[config.mk]
export PLATFORM = sky130hd
export DESIGN_NAME = racket_ai_control
export DESIGN_NICKNAME = d
export VERILOG_FILES = /design/src/rtl/racket_ai_control.sv
export SDC_FILE = /design/constraint.sdc
export NUM_CORES = 1
export LEC_CHECK = 0
export BUFFER_PORTS_ARGS = -buffer_cell sky130_fd_sc_hd__buf_2
export CAP_MARGIN = 20
export CELL_PAD_IN_SITES_DETAIL_PLACEMENT = 1
export CELL_PAD_IN_SITES_GLOBAL_PLACEMENT = 1
export CORE_MARGIN = 5
export CORE_UTILIZATION = 50
export CTS_BUF_LIST = sky130_fd_sc_hd__clkbuf_16
export DETAILED_ROUTE_END_ITERATION = 7
export MAX_ROUTING_LAYER = met4
export PLACE_DENSITY_LB_ADDON = 0.1
export SLEW_MARGIN = 20
export SYNTH_ARGS = -nofsm -noshare
export SYNTH_HDL_FRONTEND = slang
export SYNTH_SLANG_ARGS = --single-unit
[constraint.sdc]
create_clock -name clk65MHz -period 19.1 [get_ports clk65MHz]
set_clock_uncertainty 0.1 [all_clocks]
set_input_delay 3.82 -clock clk65MHz [delete_from_list [all_inputs] [get_ports clk65MHz]]
set_output_delay 3.82 -clock clk65MHz [all_outputs]
set_load 0.01 [all_outputs]
[src/rtl/racket_ai_control.sv]
// ---------------------------------------------------------------------------
// racket_ai_control
//
// Computer opponent for single-player mode. Once per frame it looks at the
// ball position and steers the left racket (player 2) toward the ball. The
// racket speed is limited and there is a dead band around the target. After
// the ball turns toward the AI there is a reaction delay. When the ball sits
// parked on the serve spot long enough, the block issues a one-clock serve
// request.
//
// Ports:
//   clk65MHz         in   1   system clock
//   rst_n            in   1   asynchronous active-low reset
//   ai_enable        in   1   single-player screen active; AI owns player 2
//   end_of_frame     in   1   one-cycle pulse per frame; the only update slot
//   x_pos_of_ball    in  11   ball top-left x
//   y_pos_of_ball    in  11   ball top-left y
//   pos_of_player_2  out 10   racket top y
//   serve_ai         out  1   one-clock serve request
//   tracking         out  1   high while the racket follows the ball
// ---------------------------------------------------------------------------
module racket_ai_control #(
  parameter int Y_MIN        = 51,
  parameter int Y_MAX        = 637,
  parameter int RACKET_H     = 80,
  parameter int BALL_SIZE    = 15,
  parameter int HOME_Y       = 344,
  parameter int STEP         = 2,
  parameter int DEADBAND     = 4,
  parameter int REACT_FRAMES = 8,
  parameter int SERVE_X      = 510,
  parameter int SERVE_Y      = 377,
  parameter int SERVE_FRAMES = 60
) (
  input  logic        clk65MHz,
  input  logic        rst_n,
  input  logic        ai_enable,
  input  logic        end_of_frame,
  input  logic [10:0] x_pos_of_ball,
  input  logic [10:0] y_pos_of_ball,
  output logic [9:0]  pos_of_player_2,
  output logic        serve_ai,
  output logic        tracking
);

  // Counter widths sized so the counters can hold their terminal values.
  localparam int RW = $clog2(REACT_FRAMES + 1);
  localparam int PW = $clog2(SERVE_FRAMES + 1);

  // The racket is centred on the ball when its top sits this far above the
  // ball top: half a racket minus half a ball.
  localparam logic signed [11:0] TGT_OFS_S = 12'(RACKET_H / 2 - BALL_SIZE / 2);
  localparam logic signed [11:0] Y_MIN_S   = 12'(Y_MIN);
  localparam logic signed [11:0] Y_MAX_S   = 12'(Y_MAX);
  localparam logic signed [11:0] HOME_S    = 12'(HOME_Y);
  localparam logic signed [11:0] STEP_S    = 12'(STEP);
  localparam logic signed [11:0] DEAD_S    = 12'(DEADBAND);

  typedef enum logic [1:0] {
    HOLD,
    CENTER,
    REACT,
    TRACK
  } state_t;

  state_t           state, state_d;
  logic [9:0]       pos, pos_d;
  logic [10:0]      x_prev, x_prev_d;
  logic             approaching, approaching_d;
  logic [RW-1:0]    react_cnt, react_d;
  logic [PW-1:0]    park_cnt, park_d;
  logic             serve_d;

  logic             approach_next;
  logic             parked;
  logic signed [11:0] y_s;
  logic signed [11:0] ball_raw;
  logic signed [11:0] ball_target;
  logic signed [11:0] target;
  logic signed [11:0] pos_s;
  logic signed [11:0] err;
  logic signed [11:0] abs_err;
  logic signed [11:0] step;
  logic signed [11:0] moved;
  logic [9:0]         move_pos;

  // Ball direction this frame. An unchanged x keeps the previous verdict,
  // so a ball that stalls horizontally does not flip the AI's state.
  always_comb begin
    approach_next = approaching;
    if (x_pos_of_ball < x_prev) begin
      approach_next = 1'b1;
    end else if (x_pos_of_ball > x_prev) begin
      approach_next = 1'b0;
    end
  end

  assign parked = (x_pos_of_ball == 11'(SERVE_X)) && (y_pos_of_ball == 11'(SERVE_Y));

  // Target and single-frame move. Everything is carried as 12-bit signed so
  // a ball near the top of the screen (y < 33) yields a negative raw target
  // that clamps to Y_MIN instead of wrapping to a huge value.
  always_comb begin
    y_s      = signed'({1'b0, y_pos_of_ball});
    ball_raw = y_s - TGT_OFS_S;

    ball_target = ball_raw;
    if (ball_raw < Y_MIN_S) begin
      ball_target = Y_MIN_S;
    end else if (ball_raw > Y_MAX_S) begin
      ball_target = Y_MAX_S;
    end

    target = (state == CENTER) ? HOME_S : ball_target;

    pos_s   = signed'({2'b00, pos});
    err     = target - pos_s;
    abs_err = (err < 0) ? -err : err;
    step    = (abs_err < STEP_S) ? abs_err : STEP_S;

    moved = pos_s;
    if (abs_err > DEAD_S) begin
      moved = (err < 0) ? (pos_s - step) : (pos_s + step);
    end

    if (moved < Y_MIN_S) begin
      move_pos = 10'(Y_MIN);
    end else if (moved > Y_MAX_S) begin
      move_pos = 10'(Y_MAX);
    end else begin
      move_pos = moved[9:0];
    end
  end

  // Next-state and datapath logic. Losing ai_enable overrides everything,
  // including a frame tick that arrives in the same cycle, so no move or
  // serve can leak out while the screen is being left.
  always_comb begin
    state_d       = state;
    pos_d         = pos;
    x_prev_d      = x_prev;
    approaching_d = approaching;
    react_d       = react_cnt;
    park_d        = park_cnt;
    serve_d       = 1'b0;

    if (end_of_frame) begin
      x_prev_d      = x_pos_of_ball;
      approaching_d = approach_next;
    end

    if (!ai_enable) begin
      state_d = HOLD;
      pos_d   = 10'(HOME_Y);
      react_d = '0;
      park_d  = '0;
    end else if (state == HOLD) begin
      pos_d   = 10'(HOME_Y);
      react_d = '0;
      park_d  = '0;
      if (end_of_frame) begin
        state_d = CENTER;
      end
    end else if (end_of_frame) begin
      // Park counter saturates so a long-parked ball serves only once;
      // any frame off the serve spot re-arms it.
      if (parked) begin
        if (park_cnt < PW'(SERVE_FRAMES)) begin
          park_d = park_cnt + PW'(1);
        end
        if (park_cnt == PW'(SERVE_FRAMES - 1)) begin
          serve_d = 1'b1;
        end
      end else begin
        park_d = '0;
      end

      case (state)
        CENTER: begin
          pos_d = move_pos;
          if (approach_next) begin
            state_d = REACT;
          end
        end
        REACT: begin
          if (!approach_next) begin
            state_d = CENTER;
            react_d = '0;
          end else if (react_cnt == RW'(REACT_FRAMES - 1)) begin
            state_d = TRACK;
            react_d = '0;
          end else begin
            react_d = react_cnt + RW'(1);
          end
        end
        TRACK: begin
          pos_d = move_pos;
          if (!approach_next) begin
            state_d = CENTER;
          end
        end
        default: begin
          state_d = HOLD;
        end
      endcase
    end
  end

  // State register.
  always_ff @(posedge clk65MHz or negedge rst_n) begin
    if (!rst_n) begin
      state <= HOLD;
    end else begin
      state <= state_d;
    end
  end

  // Datapath registers. serve_d defaults low, so serve_ai drops one clock
  // after the tick that raised it.
  always_ff @(posedge clk65MHz or negedge rst_n) begin
    if (!rst_n) begin
      pos         <= 10'(HOME_Y);
      x_prev      <= 11'(SERVE_X);
      approaching <= 1'b0;
      react_cnt   <= '0;
      park_cnt    <= '0;
      serve_ai    <= 1'b0;
    end else begin
      pos         <= pos_d;
      x_prev      <= x_prev_d;
      approaching <= approaching_d;
      react_cnt   <= react_d;
      park_cnt    <= park_d;
      serve_ai    <= serve_d;
    end
  end

  assign pos_of_player_2 = pos;
  assign tracking        = (state == TRACK);

endmodule

==> out/metrics.cfg <==
[place]
gp_congestion=0.983
numPortBuffers=37
pre_cts_slack_ns=5.17
hpwl_um=12800
place_area_um2=5100
place_inst=795

[worst_setup_path]
start_kind=input pin
crit_required_ns=19.21
arrival_ns=13.97
critPathMaxFanout=24
slowest_delay_ns=0.58
criticalPathCategory=in2reg
cp-end-kind=flip-flop
crit_slowest_cell=ha_1

[detailed_routing]
wire_per_inst_um=20.0
antenna_left=0
drc=0
routed_wl_um=16100
vias=5134
drt-initial-drc-count=274
first_pass_iters=5
viasPerCell=6.39

[yosys]
synth_top_flop_cell=dfrtp_1
synth_edf_count=0
ys_ff_latch=35
yosysSeqAreaShare_pct=18.2
synthCells=651
synth_cell_types=92
avgSynthCellArea_um2=7.51
syn-cell-area_um2=4890
async_flop_share_pct=100
yosys_warnings=0
synth_nets=719

[sta]
max_freq_ghz=0.0722
period_needed_ns=13.86
finalMaxSlewViolations=0
setup_viol=0
finalWorstSetupSlack_ns=5.24
period_share_pct=72.5
timing.hold.ws_ns=0.398
rsz0062_at_grt=false
fin_tns_setup_ns=0
final_hold_viol_count=0
worstMarginPinSlew_ns=0.812
slew_headroom_pct=45.9

[global_route]
grt_pass1_wl_um=26400
overflow=0
grt_max_degree=36
antenna_found_initial=0
track_usage_pct=28.8
grt_pass1_vias=5361

[clocking]
cts_sinks=35
cts-root-buf=clkbuf_16
clockBufferDepth=2
ctsResizeCount=0
cts_tree=done
insertion_delay_ns=0.28
cts_hold_buffers=0
clkTransAtPathRegs_ns=0.06
post_cts_buffers=0
h-tree-depth=2
cts_buffers=5

[finish]
finalNonFillerCells=803
post-route-util_pct=54.4
diodes=0
syn_to_final_growth_pct=7.30
final_common_cell=nand2_1
drive_above_1_share_pct=13.3
fillCellCount=1284
multi_input_area_um2=3700
layout_common_cells=nand2_1 (71), nor2_1 (56), o21ai_0 (49)
fin_nets=737
regArea_um2=891
final_area_um2=5240

[die]
die_y_um=109
core-area_um2=9640
initial_core_util_pct=50.7
die_area_um2=11800
ios=38
die_w_um=109
rows=36

[power_and_ir_drop]
peakVddDrop_v=0.0000575
p_total_uw=686
p_per_area_nw_per_um2=131
p_leak_nw=2.21

[min_path]
hold_path.class=reg2reg

[job]
cap_viol_max_count=0

[status]
outcome=finished clean

## worst paths after layout
check | startpoint | to | slack (ns) | cells past startpoint
worst max-delay path | y_pos_of_ball[0] | pos_of_player_2[4] | 5.24 | 46
worst min-delay path | react_cnt[2] | react_cnt[2] | 0.40 | 1
worst max register to register | state[0] | pos_of_player_2[4] | 9.91 | 33
worst min register to register | react_cnt[2] | react_cnt[2] | 0.40 | 1
max in group asynchronous | rst_n | state[0] | 14.86 | 1
min in group asynchronous | rst_n | pos_of_player_2[7] | 3.53 | 1
## registers in the layout (all words and copies together) (netlist names)
name	cells
state	2
pos_of_player_2	10
park_cnt	6
serve_ai	1
approaching	1
react_cnt	4
x_prev	11
## cells by family (layout without fill, tap and decap cells)
logic type / count (synthesis) / in the layout / synth area share [%]
AND/OR/NAND/NOR: 264 / 264 / 27.9
AO/OA/AOI/OAI: 207 / 207 / 29.6
buffers and inverters: 66 / 85 / 5.94
adder cells (fa/ha/maj): 43 / 43 / 11.3
flip-flops: 35 / 35 / 18.2
XOR/XNOR: 27 / 27 / 4.99
multiplexers: 8 / 8 / 1.97
other: 1 / 1 / 0.0768
## worst max-delay path: cells and delay by family
family	cells	cell delay, ns
AOI/OAI and AO/OA	18	4.16
xor gates and xnor gates	2	0.48
adders and majority gates	6	2.12
buffers and inverters	4	0.41
and+or+nand+nor	16	2.95
## area by class of cell
class | instances | area share (%)
clock inverters | 3 | 0.310
inverters | 39 | 2.79
repair buffers | 38 | 3.68
clock buffers | 5 | 2.39
multi-input cells | 550 | 70.7
flip-flops and latches | 35 | 17.0
well taps | 133 | 3.17
## report_power, final
part / internal (mW) / switching, mW
Clock: 0.0476 / 0.0316
Sequential: 0.0814 / 0.00833
Combinational: 0.187 / 0.330
Total: 0.316 / 0.370
## cells in the mapped netlist, drive strengths merged, types with 4 or more instances
cell	instances	area share, %
mux2i	5	1.3
dfstp	12	6.5
or3	5	0.74
and3	10	1.3
a21oi	41	4.5
and2	10	1.3
xor2	10	1.8
buf	10	1.6
o211ai	6	1.0
nor2b	10	1.3
nor3	21	2.2
nand2	72	5.6
and4	4	0.72
o22ai	5	0.77
a31oi	10	1.3
o31ai	5	0.77
o21ai	60	6.3
a21o	9	1.4
or2	10	1.3
o21bai	4	0.85
a211oi	7	1.4
nor3b	7	1.2
nand2b	7	0.90
o31a	5	0.90
inv	39	3.0
nand3b	5	0.77
nand3	16	1.9
o21a	5	0.79
nor4	9	1.2
a2111oi	6	1.4
nor2	57	4.4
clkbuf	17	1.3
nand4	14	1.8
ha	40	10
xnor2	17	3.2
dfrtp	23	12
a21boi	4	0.61
## routing by layer
layer	part of all wire [%]	track usage, %	vias to the layer above
met3	3.2	2.25	59
met2	51	50.7	139
met5	0	-	-
li1	-	-	2444
met4	4.8	14.2	0
met1	41	32.9	2492
(Power assumes the default switching activity.)
